[config.mk]
export PLATFORM = sky130hd
export DESIGN_NAME = ps2_host_tx_flat
export DESIGN_NICKNAME = d
export VERILOG_FILES = /design/src/rtl/ps2_pkg.sv /design/src/rtl/ps2_host_tx_if.sv /design/src/rtl/ps2_line_filter.sv /design/src/rtl/ps2_host_tx.sv /design/src/flat_wrapper.sv
export SDC_FILE = /design/constraint.sdc
export NUM_CORES = 1
export LEC_CHECK = 0
export CORE_ASPECT_RATIO = 1.4
export CORE_MARGIN = 1.5
export CORE_UTILIZATION = 57
export CTS_CLUSTER_DIAMETER = 120
export DETAILED_ROUTE_END_ITERATION = 8
export GPL_TIMING_DRIVEN = 0
export PLACE_DENSITY_LB_ADDON = 0.2
export SETUP_SLACK_MARGIN = 0.02
export SLEW_MARGIN = 40
export SYNTH_ARGS = -nofsm -noshare
export SYNTH_HDL_FRONTEND = slang
export SYNTH_SLANG_ARGS = --single-unit
[constraint.sdc]
create_clock -name clock -period 2.8 [get_ports clock]
set_clock_uncertainty 0.15 [all_clocks]
set_input_delay 0.56 -clock clock [delete_from_list [all_inputs] [get_ports clock]]
set_output_delay 0.56 -clock clock [all_outputs]
set_load 0.02 [all_outputs]
[src/rtl/ps2_pkg.sv]
// rtl/ps2_pkg.sv - shared PS/2 types, default timing and parity helper
package ps2_pkg;

  typedef enum logic [2:0] {
    ST_IDLE,
    ST_INHIBIT,
    ST_SETUP,
    ST_SEND,
    ST_WAIT_ACK,
    ST_WAIT_IDLE
  } tx_state_t;

  localparam int DEF_INHIBIT_CYCLES = 5000;
  localparam int DEF_SETUP_CYCLES   = 10;
  localparam int DEF_TIMEOUT_CYCLES = 750000;
  localparam int DEF_FILTER_LEN     = 4;

  // PS/2 frames carry odd parity: the parity bit makes the total count of ones odd
  function automatic logic odd_parity(input logic [7:0] d);
    return ~^d;
  endfunction

endpackage

[src/rtl/ps2_host_tx_if.sv]
// rtl/ps2_host_tx_if.sv - byte handshake and status bundle between CPU IO logic and the transmitter
interface ps2_host_tx_if;
  logic [7:0] tx_data;
  logic       tx_valid;
  logic       tx_ready;
  logic       busy;
  logic       done;
  logic       nack;
  logic       timeout;

  modport master (
    output tx_data, tx_valid,
    input  tx_ready, busy, done, nack, timeout
  );

  modport slave (
    input  tx_data, tx_valid,
    output tx_ready, busy, done, nack, timeout
  );
endinterface

[src/rtl/ps2_line_filter.sv]
// rtl/ps2_line_filter.sv - pin synchroniser, glitch filter and falling-edge detector
module ps2_line_filter
  import ps2_pkg::*;
#(
  parameter int FILTER_LEN = DEF_FILTER_LEN
) (
  input  logic clock,
  input  logic reset,
  input  logic line,
  output logic level,
  output logic fall_edge
);

  logic                  s1;
  logic                  s2;
  logic [FILTER_LEN-1:0] hist;

  // two-flop synchroniser; idle PS/2 lines float high
  always_ff @(posedge clock) begin
    if (reset) begin
      s1 <= 1'b1;
      s2 <= 1'b1;
    end else begin
      s1 <= line;
      s2 <= s1;
    end
  end

  // accept a new level only after FILTER_LEN identical samples; flag the 1->0 change
  always_ff @(posedge clock) begin
    if (reset) begin
      hist      <= '1;
      level     <= 1'b1;
      fall_edge <= 1'b0;
    end else begin
      hist      <= {hist[FILTER_LEN-2:0], s2};
      fall_edge <= 1'b0;
      if (&hist) begin
        level <= 1'b1;
      end else if (hist == '0) begin
        level     <= 1'b0;
        fall_edge <= level;
      end
    end
  end

endmodule

[src/rtl/ps2_host_tx.sv]
// rtl/ps2_host_tx.sv - PS/2 host-to-device command byte transmitter
module ps2_host_tx
  import ps2_pkg::*;
#(
  parameter int INHIBIT_CYCLES = DEF_INHIBIT_CYCLES,
  parameter int SETUP_CYCLES   = DEF_SETUP_CYCLES,
  parameter int TIMEOUT_CYCLES = DEF_TIMEOUT_CYCLES,
  parameter int FILTER_LEN     = DEF_FILTER_LEN
) (
  input  logic         clock,
  input  logic         reset,
  ps2_host_tx_if.slave host,
  input  logic         ps2_clk_in,
  input  logic         ps2_dat_in,
  output logic         ps2_clk_drive_low,
  output logic         ps2_dat_drive_low
);

  // one shared counter times inhibit, setup and the device-clock stall window
  localparam int MAX_A     = (INHIBIT_CYCLES > SETUP_CYCLES) ? INHIBIT_CYCLES : SETUP_CYCLES;
  localparam int MAX_COUNT = (TIMEOUT_CYCLES > MAX_A) ? TIMEOUT_CYCLES : MAX_A;
  localparam int CW        = $clog2(MAX_COUNT + 1);

  localparam logic [CW-1:0] INHIBIT_LAST = CW'(INHIBIT_CYCLES - 1);
  localparam logic [CW-1:0] SETUP_LAST   = CW'(SETUP_CYCLES - 1);
  localparam logic [CW-1:0] TIMEOUT_AT   = CW'(TIMEOUT_CYCLES);

  tx_state_t     state, state_next;
  logic [CW-1:0] count, count_next;
  logic [3:0]    bit_n, bit_n_next;
  logic [7:0]    data_q, data_next;
  logic          parity_q, parity_next;
  logic          dat_low, dat_low_next;
  logic          ack_bad, ack_bad_next;
  logic          done_p, nack_p, timeout_p;

  logic          clk_level;
  logic          fall_edge;
  logic          dat_s1;
  logic          dat_sync;
  logic          stalled;

  ps2_line_filter #(
    .FILTER_LEN(FILTER_LEN)
  ) u_clk_filter (
    .clock    (clock),
    .reset    (reset),
    .line     (ps2_clk_in),
    .level    (clk_level),
    .fall_edge(fall_edge)
  );

  // two-flop synchroniser for the data pin (no glitch filter needed on data)
  always_ff @(posedge clock) begin
    if (reset) begin
      dat_s1   <= 1'b1;
      dat_sync <= 1'b1;
    end else begin
      dat_s1   <= ps2_dat_in;
      dat_sync <= dat_s1;
    end
  end

  assign stalled = (count == TIMEOUT_AT);

  // state and datapath registers
  always_ff @(posedge clock) begin
    if (reset) begin
      state    <= ST_IDLE;
      count    <= '0;
      bit_n    <= '0;
      data_q   <= '0;
      parity_q <= 1'b0;
      dat_low  <= 1'b0;
      ack_bad  <= 1'b0;
    end else begin
      state    <= state_next;
      count    <= count_next;
      bit_n    <= bit_n_next;
      data_q   <= data_next;
      parity_q <= parity_next;
      dat_low  <= dat_low_next;
      ack_bad  <= ack_bad_next;
    end
  end

  // next-state, line control and result pulses
  always_comb begin
    state_next   = state;
    count_next   = count;
    bit_n_next   = bit_n;
    data_next    = data_q;
    parity_next  = parity_q;
    dat_low_next = dat_low;
    ack_bad_next = ack_bad;
    done_p       = 1'b0;
    nack_p       = 1'b0;
    timeout_p    = 1'b0;

    case (state)
      ST_IDLE: begin
        dat_low_next = 1'b0;
        count_next   = '0;
        if (host.tx_valid) begin
          data_next   = host.tx_data;
          parity_next = odd_parity(host.tx_data);
          state_next  = ST_INHIBIT;
        end
      end

      ST_INHIBIT: begin
        if (count == INHIBIT_LAST) begin
          count_next   = '0;
          dat_low_next = 1'b1;
          state_next   = ST_SETUP;
        end else begin
          count_next = count + CW'(1);
        end
      end

      ST_SETUP: begin
        if (count == SETUP_LAST) begin
          count_next = '0;
          bit_n_next = '0;
          state_next = ST_SEND;
        end else begin
          count_next = count + CW'(1);
        end
      end

      ST_SEND: begin
        if (fall_edge) begin
          count_next = '0;
          bit_n_next = bit_n + 4'd1;
          if (bit_n < 4'd8) begin
            dat_low_next = ~data_q[bit_n[2:0]];
          end else if (bit_n == 4'd8) begin
            dat_low_next = ~parity_q;
          end else begin
            dat_low_next = 1'b0;
            state_next   = ST_WAIT_ACK;
          end
        end else if (stalled) begin
          timeout_p    = 1'b1;
          dat_low_next = 1'b0;
          count_next   = '0;
          state_next   = ST_IDLE;
        end else begin
          count_next = count + CW'(1);
        end
      end

      ST_WAIT_ACK: begin
        if (fall_edge) begin
          ack_bad_next = dat_sync;
          count_next   = '0;
          state_next   = ST_WAIT_IDLE;
        end else if (stalled) begin
          timeout_p  = 1'b1;
          count_next = '0;
          state_next = ST_IDLE;
        end else begin
          count_next = count + CW'(1);
        end
      end

      ST_WAIT_IDLE: begin
        if (clk_level && dat_sync) begin
          done_p     = ~ack_bad;
          nack_p     = ack_bad;
          count_next = '0;
          state_next = ST_IDLE;
        end else if (stalled) begin
          timeout_p  = 1'b1;
          count_next = '0;
          state_next = ST_IDLE;
        end else begin
          count_next = count + CW'(1);
        end
      end

      default: begin
        dat_low_next = 1'b0;
        count_next   = '0;
        state_next   = ST_IDLE;
      end
    endcase
  end

  assign host.tx_ready = (state == ST_IDLE);
  assign host.busy     = (state != ST_IDLE);
  assign host.done     = done_p;
  assign host.nack     = nack_p;
  assign host.timeout  = timeout_p;

  // the start bit is still held when a stall is detected, so mask it off that same cycle
  assign ps2_clk_drive_low = (state == ST_INHIBIT) || (state == ST_SETUP);
  assign ps2_dat_drive_low = dat_low && !timeout_p;

endmodule

[src/flat_wrapper.sv]
// flat-port wrapper written by rule: the top's interface ports become plain ports
module ps2_host_tx_flat import ps2_pkg::*;
#(
  parameter int INHIBIT_CYCLES = DEF_INHIBIT_CYCLES,
  parameter int SETUP_CYCLES   = DEF_SETUP_CYCLES,
  parameter int TIMEOUT_CYCLES = DEF_TIMEOUT_CYCLES,
  parameter int FILTER_LEN     = DEF_FILTER_LEN
)
  (clock, reset, ps2_clk_in, ps2_dat_in, ps2_clk_drive_low, ps2_dat_drive_low, host_tx_data, host_tx_valid, host_tx_ready, host_busy, host_done, host_nack, host_timeout);
  ps2_host_tx_if host_i ();
  input  logic clock;
  input  logic reset;
  input  logic ps2_clk_in;
  input  logic ps2_dat_in;
  output logic ps2_clk_drive_low;
  output logic ps2_dat_drive_low;
  input wire logic [$bits(host_i.tx_data)-1:0] host_tx_data;
  input wire logic [$bits(host_i.tx_valid)-1:0] host_tx_valid;
  output wire logic [$bits(host_i.tx_ready)-1:0] host_tx_ready;
  output wire logic [$bits(host_i.busy)-1:0] host_busy;
  output wire logic [$bits(host_i.done)-1:0] host_done;
  output wire logic [$bits(host_i.nack)-1:0] host_nack;
  output wire logic [$bits(host_i.timeout)-1:0] host_timeout;
  assign host_i.tx_data = host_tx_data;
  assign host_i.tx_valid = host_tx_valid;
  assign host_tx_ready = host_i.tx_ready;
  assign host_busy = host_i.busy;
  assign host_done = host_i.done;
  assign host_nack = host_i.nack;
  assign host_timeout = host_i.timeout;
  ps2_host_tx #(.INHIBIT_CYCLES(INHIBIT_CYCLES), .SETUP_CYCLES(SETUP_CYCLES), .TIMEOUT_CYCLES(TIMEOUT_CYCLES), .FILTER_LEN(FILTER_LEN)) u_core (.clock(clock), .reset(reset), .host(host_i), .ps2_clk_in(ps2_clk_in), .ps2_dat_in(ps2_dat_in), .ps2_clk_drive_low(ps2_clk_drive_low), .ps2_dat_drive_low(ps2_dat_drive_low));
endmodule
[Word level (Yosys, flattened, before mapping)]
Cells that the tools add are included.
Cells by class
  $add $sub $neg: 2
  $lt $le $gt $ge: 2
  eq/ne operators: 16
  multiplexer cells: 35
  bitwise logic cells: 5
  reductions and logical operators: 19
Operators by type and width (count)
  $mux 20: 5
  $pmux 20 s4: 1
  $mux 3: 9
  $add 20x1->20 const B: 1
  $eq 20x13->1 const B: 1
  $eq 20x20->1 const B: 1
  $eq 20x4->1 const B: 1
  $pmux 3 s6: 1
  $mux 1: 13
  $mux 4: 2
  $pmux 4 s2: 1
  $reduce_xnor 8->1: 1
  $eq 3x2->1 const B: 2
  $eq 3x3->1 const B: 2
  $ne 3x3->1 const B: 2
  $reduce_and 3->1: 2
  $reduce_or 3->1: 2
  $not 1->1: 5
  $reduce_and 5->1: 1
  $add 4x1->4 const B: 1
  $eq 4x4->1 const B: 1
  $logic_not 4->1: 1
  $lt 3x4->1 const B: 1
  $lt 4x4->1 const B: 1
  other kinds (16): 21
Storage, ports and cells
  register bits after elaboration: 48
  input port bits: 13
  output and inout bits: 7
  word-level logic and storage cells: 93

[Logic depth before layout (Yosys ltp)]
Gate-level depths: netlist of run 1.
  word-level depth: 6
  mapped depth: 8
  mapped depth without buffers: 7

[By module]
A second synthesis of run 1 with hierarchy kept.
Second synthesis, totals
  cells, all modules: 286
  area, all modules: 2413.6 um^2
By module, submodules not included
  ps2_host_tx: times used 1, cells each 267, area an instance 2179.6 um^2, sequential area each 800.8 um^2
  ps2_line_filter: times used 1, cells each 19, area an instance 234.0 um^2, sequential area each 160.2 um^2

[Least setup slack after synthesis of run 1]
OpenSTA, ideal clock, no wires.
  kind: register to output
  start point: register u_core.count[11]
  end point: output port ps2_dat_drive_low
  arrival time: 1.875 ns
  required time: 2.090 ns
  path slack: 0.215 ns
  cell stages (with the launch flop): 6
  buffers on the path: 0
  path through: dfxtp_1 or3_1 nor4_1 nand2_1 nor2b_1 nor2_1
On the way
  word-level cells in the longest chain between the ends: 6
  elaborated cells on any way between the ends: 7
  those cells by class: eq/ne: 1; mux: 4; reduce/logical: 2
RTL lines
  from (decl): RTL line ps2_host_tx.sv:29  | logic [CW-1:0] count, count_next;
  from (signal assigned): RTL line ps2_host_tx.sv:78  | count <= count_next;
  $eq 20x20->1 (*): RTL line ps2_host_tx.sv:64  | assign stalled = (count == TIMEOUT_AT);
  $mux 1 (*): RTL line ps2_host_tx.sv:143, ps2_host_tx.sv:158, ps2_host_tx.sv:173
  $mux 1, on equally long branches: RTL line ps2_host_tx.sv:168, ps2_host_tx.sv:132
  $pmux 1 s2 (*): RTL line ps2_host_tx.sv:100  | case (state)
  named net host_timeout: RTL line flat_wrapper.sv:23  | output wire logic [$bits(host_i.timeout)-1:0] host_timeout;
  $logic_not 1->1 (*): RTL line ps2_host_tx.sv:198  | assign ps2_dat_drive_low = dat_low && !timeout_p;
  $logic_and 1x1->1 (*): RTL line ps2_host_tx.sv:198
  to (decl): RTL line flat_wrapper.sv:16  | output logic ps2_dat_drive_low;
Mark *: on every way through the listed nets, which the timed path passes. The rest lies on a longest branch.

[Final worst setup path of run 1]
  start point: register u_core.state[1]
  end point: output port host_tx_ready
On the way
  word-level cells in the longest chain between the ends: 1
RTL lines
  from (decl): RTL line ps2_host_tx.sv:28  | tx_state_t state, state_next;
  from (signal assigned): RTL line ps2_host_tx.sv:77  | state <= state_next;
  $logic_not 3->1: RTL line ps2_host_tx.sv:190  | assign host.tx_ready = (state == ST_IDLE);
  to (decl): RTL line flat_wrapper.sv:19  | output wire logic [$bits(host_i.tx_ready)-1:0] host_tx_ready;
No other way between the ends.

==> results of run 1 <==
## cell families after synthesis
| family | count (synthesis) |
|---|---|
| flip-flops | 48 |
| multiplexers | 4 |
| XOR/XNOR | 26 |
| AND/OR/NAND/NOR | 132 |
| adder cells (fa/ha/maj) | 5 |
| AO/OA/AOI/OAI | 45 |
| buffers and inverters | 25 |
## state kept, by name, summed over array words and instances (netlist names), 3 cells and up
name and cells:
u_core.data_q 8, u_core.state 3, u_core.count 20, u_core.u_clk_filter.hist 4, u_core.bit_n 4
## area by class of cell
cell class / count / share of cell area
plain buffers: 12 / 0.0179
clock buffers: 6 / 0.0260
clock inverters: 2 / 0.0125
inverters: 12 / 0.0161
multi-input cells: 212 / 0.496
flip-flops and latches: 48 / 0.345
well taps: 43 / 0.0192
repair buffers: 20 / 0.0680
## worst max-delay path: cells and delay by family, from the launching register on
family	cells	cell delay, ns
flip-flops	1	0.39
AND/OR/NAND/NOR	1	0.41
buffers and inverters	2	0.78
## cells in the final DEF, fill, tap and decap left out, types with 4 or more instances in the layout
cell type,instances
nand2_1,33
dfxtp_1,46
or3_1,5
ha_1,5
clkbuf_8,5
nor3b_1,5
and3_1,5
clkdlybuf4s50_1,14
xnor2_1,19
nor2_1,12
or2_2,9
nand3_1,14
clkbuf_1,9
xor2_1,7
a21oi_1,22
o21ai_0,7
inv_1,12
nor3_1,25
clkbuf_2,4
## worst max-delay path by stage
stage                            startpoint           endpoint  slack (ns)
4_1_cts         u_core.count[10]$_SDFF_PP0_  ps2_dat_drive_low        0.05
6_report       u_core.state[1]$_SDFFE_PP0P_      host_tx_ready        0.21
5_1_grt        u_core.state[0]$_SDFFE_PP0P_      host_tx_ready        0.13
2_1_floorplan   u_core.count[11]$_SDFF_PP0_  ps2_dat_drive_low        0.21
3_5_place_dp    u_core.count[10]$_SDFF_PP0_       host_timeout       -0.29
3_3_place_gp    u_core.count[11]$_SDFF_PP0_       host_timeout       -0.28
## per-stage QoR
stage / setup TNS (ns) / hold slack, ns
after floorplan: 0 / 0.239
after global placement: -0.517 / 0.241
after detailed placement: -0.533 / 0.247
after CTS: 0 / 0.266
after global routing: 0 / 0.280
final: 0 / 0.264
## report_power, final
part / switching [mW] / internal [mW] / total, mW
logic: 0.416 / 0.237 / 0.653
registers: 0.0493 / 0.737 / 0.787
clock network: 0.229 / 0.265 / 0.494
total: 0.694 / 1.24 / 1.93
## per-layer routing
layer | vias up | track usage
met1 | 1005 | 0.282
met3 | 13 | 0.0438
li1 | 1062 | -
met5 | - | 0
met2 | 36 | 0.439
met4 | 0 | 0.121
## repair_timing
action,CTS,global route
setup endpoints to repair,4,4
resized for setup,10,9
buffers inserted,1,1
pin swaps,1,1
hold endpoints to repair,0,0
==> impl_metrics.json, run 1 <==
{
  "synth_top_area_share": 0.399,
  "seq_area_frac_synth": 0.399,
  "wl_met1_um": 2200,
  "hp-class": "flip-flop to flip-flop",
  "worst_pin_slew_ns": 0.733,
  "path_max_fanout": 10,
  "cp-end-kind": "primary output",
  "min_period_over_period": 0.923,
  "setup_violations": 0,
  "htree_levels": 2,
  "critPathLaunchType": "flip-flop",
  "grt_pass1_vias": 2019,
  "numCtsBuffers": 5,
  "fin_cells": 355,
  "viasPerCell": 5.96,
  "remaining_drc_errors": 0,
  "cts_tree": "yes",
  "status": "finished, final reports clean",
  "rr_endpoint": "u_core.state[2]$_SDFFE_PP0P_",
  "synth_xor_area_frac": 0.0944,
  "grt_pass1_wl_um": 8860,
  "area_growth_pct": 16.0,
  "ir_drop_uv": 454,
  "critical_path.cell_chain": "or3_1 > inv_1 > clkdlybuf4s50_1",
  "clock_path_buffers": 2,
  "cp_slowest_cell": "clkdlybuf4s50_1",
  "reg2reg_depth": 7,
  "place_area_um2": 2650,
  "cts_hold_buf": 0,
  "grt_max_degree": 15,
  "synth-simple-area-share": 0.297,
  "dp_cells": 346,
  "regArea_um2": 963,
  "pre_cts_ws_ns": -0.291,
  "dr.pass1.iters": 6,
  "detail_route.wl_per_cell_um": 14.6,
  "fin_crit_ns": 2.59,
  "die_y_um": 80.0,
  "critPathKind": "flip-flop to primary output",
  "design.core.area_um2": 3990,
  "worstHoldPathCells": 1,
  "dr_wl_met3_um": 170,
  "met2WireLength_um": 2660,
  "die_x_um": 58.0,
  "synth_most_common_cell": "dfxtp_1",
  "powerDensity_nw_per_um2": 692,
  "syn_area_um2": 2410,
  "final_nets": 329,
  "holdCritStartpoint": "u_core.dat_s1$_SDFF_PP1_",
  "yosys_warnings": 0,
  "whs_endpoint": "u_core.dat_sync$_SDFF_PP1_",
  "critPathArrivalTime_ns": 1.88,
  "p_leak_nw": 0.994,
  "io_pins": 20,
  "ys_types": 45,
  "worstReg2RegStart": "u_core.count[1]$_SDFF_PP0_",
  "clock_sinks": 48,
  "synthMuxAreaShare": 0.0275,
  "r2r_slack_ns": 0.32,
  "drv_slew": 0,
  "synth_top_family_by_area": "simple AND/OR/NAND/NOR gates",
  "grt_use_total": 0.249,
  "gp_congestion": 0.870,
  "syn_nets": 303,
  "dp_hpwl_um": 3860,
  "drive_above_1_share": 0.125,
  "grt_setup_unrepaired": "no",
  "avgSynthCellArea_um2": 8.46,
  "wl_um": 5190,
  "cts-root-buf": "clkbuf_8",
  "yosys-top-cells-count": "dfxtp_1 (48), nand2_1 (34), nor3_1 (25)",
  "final_util": 0.702,
  "required_ns": 2.09,
  "relSlewSlack": 0.505,
  "antenna_found_initial": 0,
  "synth.area.top_cells": "dfxtp_1 (40%), xnor2_1 (6.9%), nand2_1 (5.3%), nor3_1 (5.2%), a21oi_1 (4.6%)",
  "hold_viol": 0,
  "antenna_cells": 0,
  "power.total_mw": 1.93,
  "num_rows": 27,
  "num_vias": 2116,
  "grt-ovfl-total": 0,
  "synthCells": 285,
  "max_freq_mhz": 387,
  "synth_top_cell_by_area": "dfxtp_1",
  "synth_edf_count": 0,
  "drv_cap": 0,
  "synth_fa_ha_area_frac": 0.0259,
  "n_fill_cell": 322,
  "port_buffers": 18,
  "drt_iter0_drc": 87,
  "multiInputGateArea_um2": 1390,
  "max_stage_delay_ns": 0.62,
  "die-area_um2": 4630,
  "setup_ws_ns": 0.214,
  "clk_pin_slew_ns": 0.09,
  "ant_nets": 0,
  "top_layer_used": "met4",
  "synthArstFlopShare": 0,
  "synth-seq-cells": 48,
  "synth_ff_type": "dfxtp_1",
  "fin_area_um2": 2800,
  "initial_core_util": 0.605,
  "clk_latency_ns": 0.31,
  "synth_compound_area_frac": 0.117
}
(Power assumes the default switching activity.)
==> inputs of run 2 (changes only) <==
HOLD_SLACK_MARGIN = 0.15   (was not set)
==> results of run 2 <==
Final layout, timing and power as in run 1 (identical DEF).
==> inputs of run 3 (changes only) <==
CORE_ASPECT_RATIO = 1.5   (was 1.4)
SLEW_MARGIN = 10   (was 40)
==> run 3 against run 2 <==
Routed wire length is 6.0% higher. Highest routed layer unchanged. Global-route usage is 0.64 points higher. Core utilization is 0.37 points higher. Final cell count is 0.56% higher. Sequential share of layout area is 0.33 points lower. Count of clock-buffer cells in the layout is 1 higher.
==> impl_metrics.json, run 3 (synthesis gave the netlist of run 1 again) <==
{
  "wl_um": 5500,
  "min_period_over_period": 0.992,
  "dr.pass1.iters": 4,
  "remaining_drc_errors": 0,
  "relSlewSlack": 0.446,
  "critPathTopFamily": "simple AND/OR/NAND/NOR gates",
  "hold_slack_ns": 0.264,
  "fin_cells": 357,
  "path_max_fanout": 4,
  "path_buf_inv": 1,
  "viasPerCell": 6.08,
  "cp_slowest_cell": "or3_4",
  "clock_path_buffers": 2,
  "pre_cts_ws_ns": -0.239,
  "whs_endpoint": "u_core.dat_sync$_SDFF_PP1_",
  "r2r_slack_ns": 0.17,
  "holdCritStartpoint": "u_core.dat_s1$_SDFF_PP1_",
  "cp-end-kind": "primary output",
  "grt_use_total": 0.255,
  "clock_sinks": 48,
  "required_ns": 2.09,
  "status": "finished, final reports clean",
  "design.core.area_um2": 3990,
  "die_x_um": 56.1,
  "critical_path_depth": 5,
  "setup_ws_ns": 0.0212,
  "setup_violations": 0,
  "drv_slew": 0,
  "antenna_cells": 0,
  "hold_viol": 0,
  "final_nets": 329,
  "die-area_um2": 4640,
  "ir_drop_uv": 639,
  "fin_crit_ns": 2.78,
  "critPathLaunchType": "flip-flop",
  "io_pins": 20,
  "largest_reg_flops": 20,
  "ant_nets": 0,
  "drv_cap": 0,
  "critPathKind": "flip-flop to primary output",
  "grt_setup_unrepaired": "yes",
  "detail_route.wl_per_cell_um": 15.4,
  "gp_congestion": 0.905,
  "worstHoldPathCells": 1,
  "powerDensity_nw_per_um2": 708,
  "p_leak_nw": 0.990,
  "antenna_found_initial": 0,
  "port_buffers": 18,
  "max_freq_mhz": 360,
  "startpoint": "u_core.count[11]$_SDFF_PP0_",
  "final_common_cell": "dfxtp_1",
  "cts-root-buf": "clkbuf_8",
  "layout_common_cells": "dfxtp_1 (48), nand2_1 (33), nor3_1 (25)",
  "drt_iter0_drc": 94,
  "worstReg2RegStart": "u_core.count[0]$_SDFF_PP0_",
  "hp-class": "flip-flop to flip-flop",
  "setup_tns_ns": 0,
  "grt_max_degree": 15,
  "initial_core_util": 0.604,
  "critical_path.cell_chain": "or3_4 > nor4_4 > nand2_2 > nor2b_4 > dlygate4sd2_1",
  "dp_hpwl_um": 3980,
  "num_vias": 2169,
  "die_y_um": 82.7,
  "worst_pin_slew_ns": 0.820,
  "htree_levels": 2,
  "num_rows": 28,
  "grt-ovfl-total": 0,
  "rr_endpoint": "u_core.state[2]$_SDFFE_PP0P_",
  "area_growth_pct": 16.8,
  "largest_register": "u_core.count",
  "max_stage_delay_ns": 0.43,
  "dp_cells": 348,
  "clk_latency_ns": 0.31,
  "grt_pass1_wl_um": 9200,
  "reg2reg_depth": 6,
  "critPathArrivalTime_ns": 2.07,
  "cts_tree": "yes",
  "largestRegisters": "u_core.count: 20 flops, u_core.data_q: 8 flops",
  "clk_pin_slew_ns": 0.08,
  "numCtsBuffers": 5,
  "grt_pass1_vias": 2144,
  "drive_above_1_share": 0.119
}
run 3: changes by cell type in the layout (fill, tap and decap cells not counted), sizes merged:
cell	change
dlymetal6s2s	-1
clkinv	-1
clkdlybuf4s50	+1
dlygate4sd2	+1
run 3: per-stage QoR:
step | total power, mW | area, um^2 | utilization
3_3_place_gp | 1.45 | 2650 | 0.663
3_5_place_dp | 1.46 | 2650 | 0.663
6_report | 1.99 | 2820 | 0.705
4_1_cts | 1.99 | 2800 | 0.702
5_1_grt | 2.10 | 2820 | 0.705
2_1_floorplan | 1.23 | 2410 | -
run 3: layout make-up:
type | instances | area, um^2
clock inverters | 1 | 30.0
flip-flops and latches | 48 | 961
clock buffers | 7 | 96.3
fillers | 343 | 1180
inverters | 12 | 45.0
well taps | 45 | 56.3
repair buffers | 20 | 191
multi-input cells | 212 | 1390
plain buffers | 12 | 50.0
run 3: repair_timing:
| item | 4_1_cts | 5_1_grt |
|---|---|---|
| setup buffers | 1 | 1 |
| endpoints found under the setup margin | 4 | 4 |
| hold buffers | 0 | 0 |
| pin swaps | 1 | 1 |
| resized for setup | 9 | 5 |
run 3: how the worst max path moves through the flow:
| stage | end | slack, ns |
|---|---|---|
| final | host_timeout | 0.02 |
| after global placement | host_timeout | -0.22 |
| after global routing | host_timeout | -0.06 |
| after CTS | ps2_dat_drive_low | 0.03 |
| after detailed placement | host_timeout | -0.24 |
| after floorplan | ps2_dat_drive_low | 0.21 |
run 3: where the power goes:
part / internal (mW) / switching, mW / total, mW
logic: 0.239 / 0.430 / 0.669
clock network: 0.315 / 0.228 / 0.542
registers: 0.734 / 0.0493 / 0.784
run 3: metal layers:
metal / wire length, um / global-route usage / up-vias
li1: - / - / 1060
met1: 2100 / 0.252 / 1023
met2: 2900 / 0.476 / 67
met3: 271 / 0.0498 / 19
met4: 235 / 0.179 / 0
met5: 0 / 0 / -
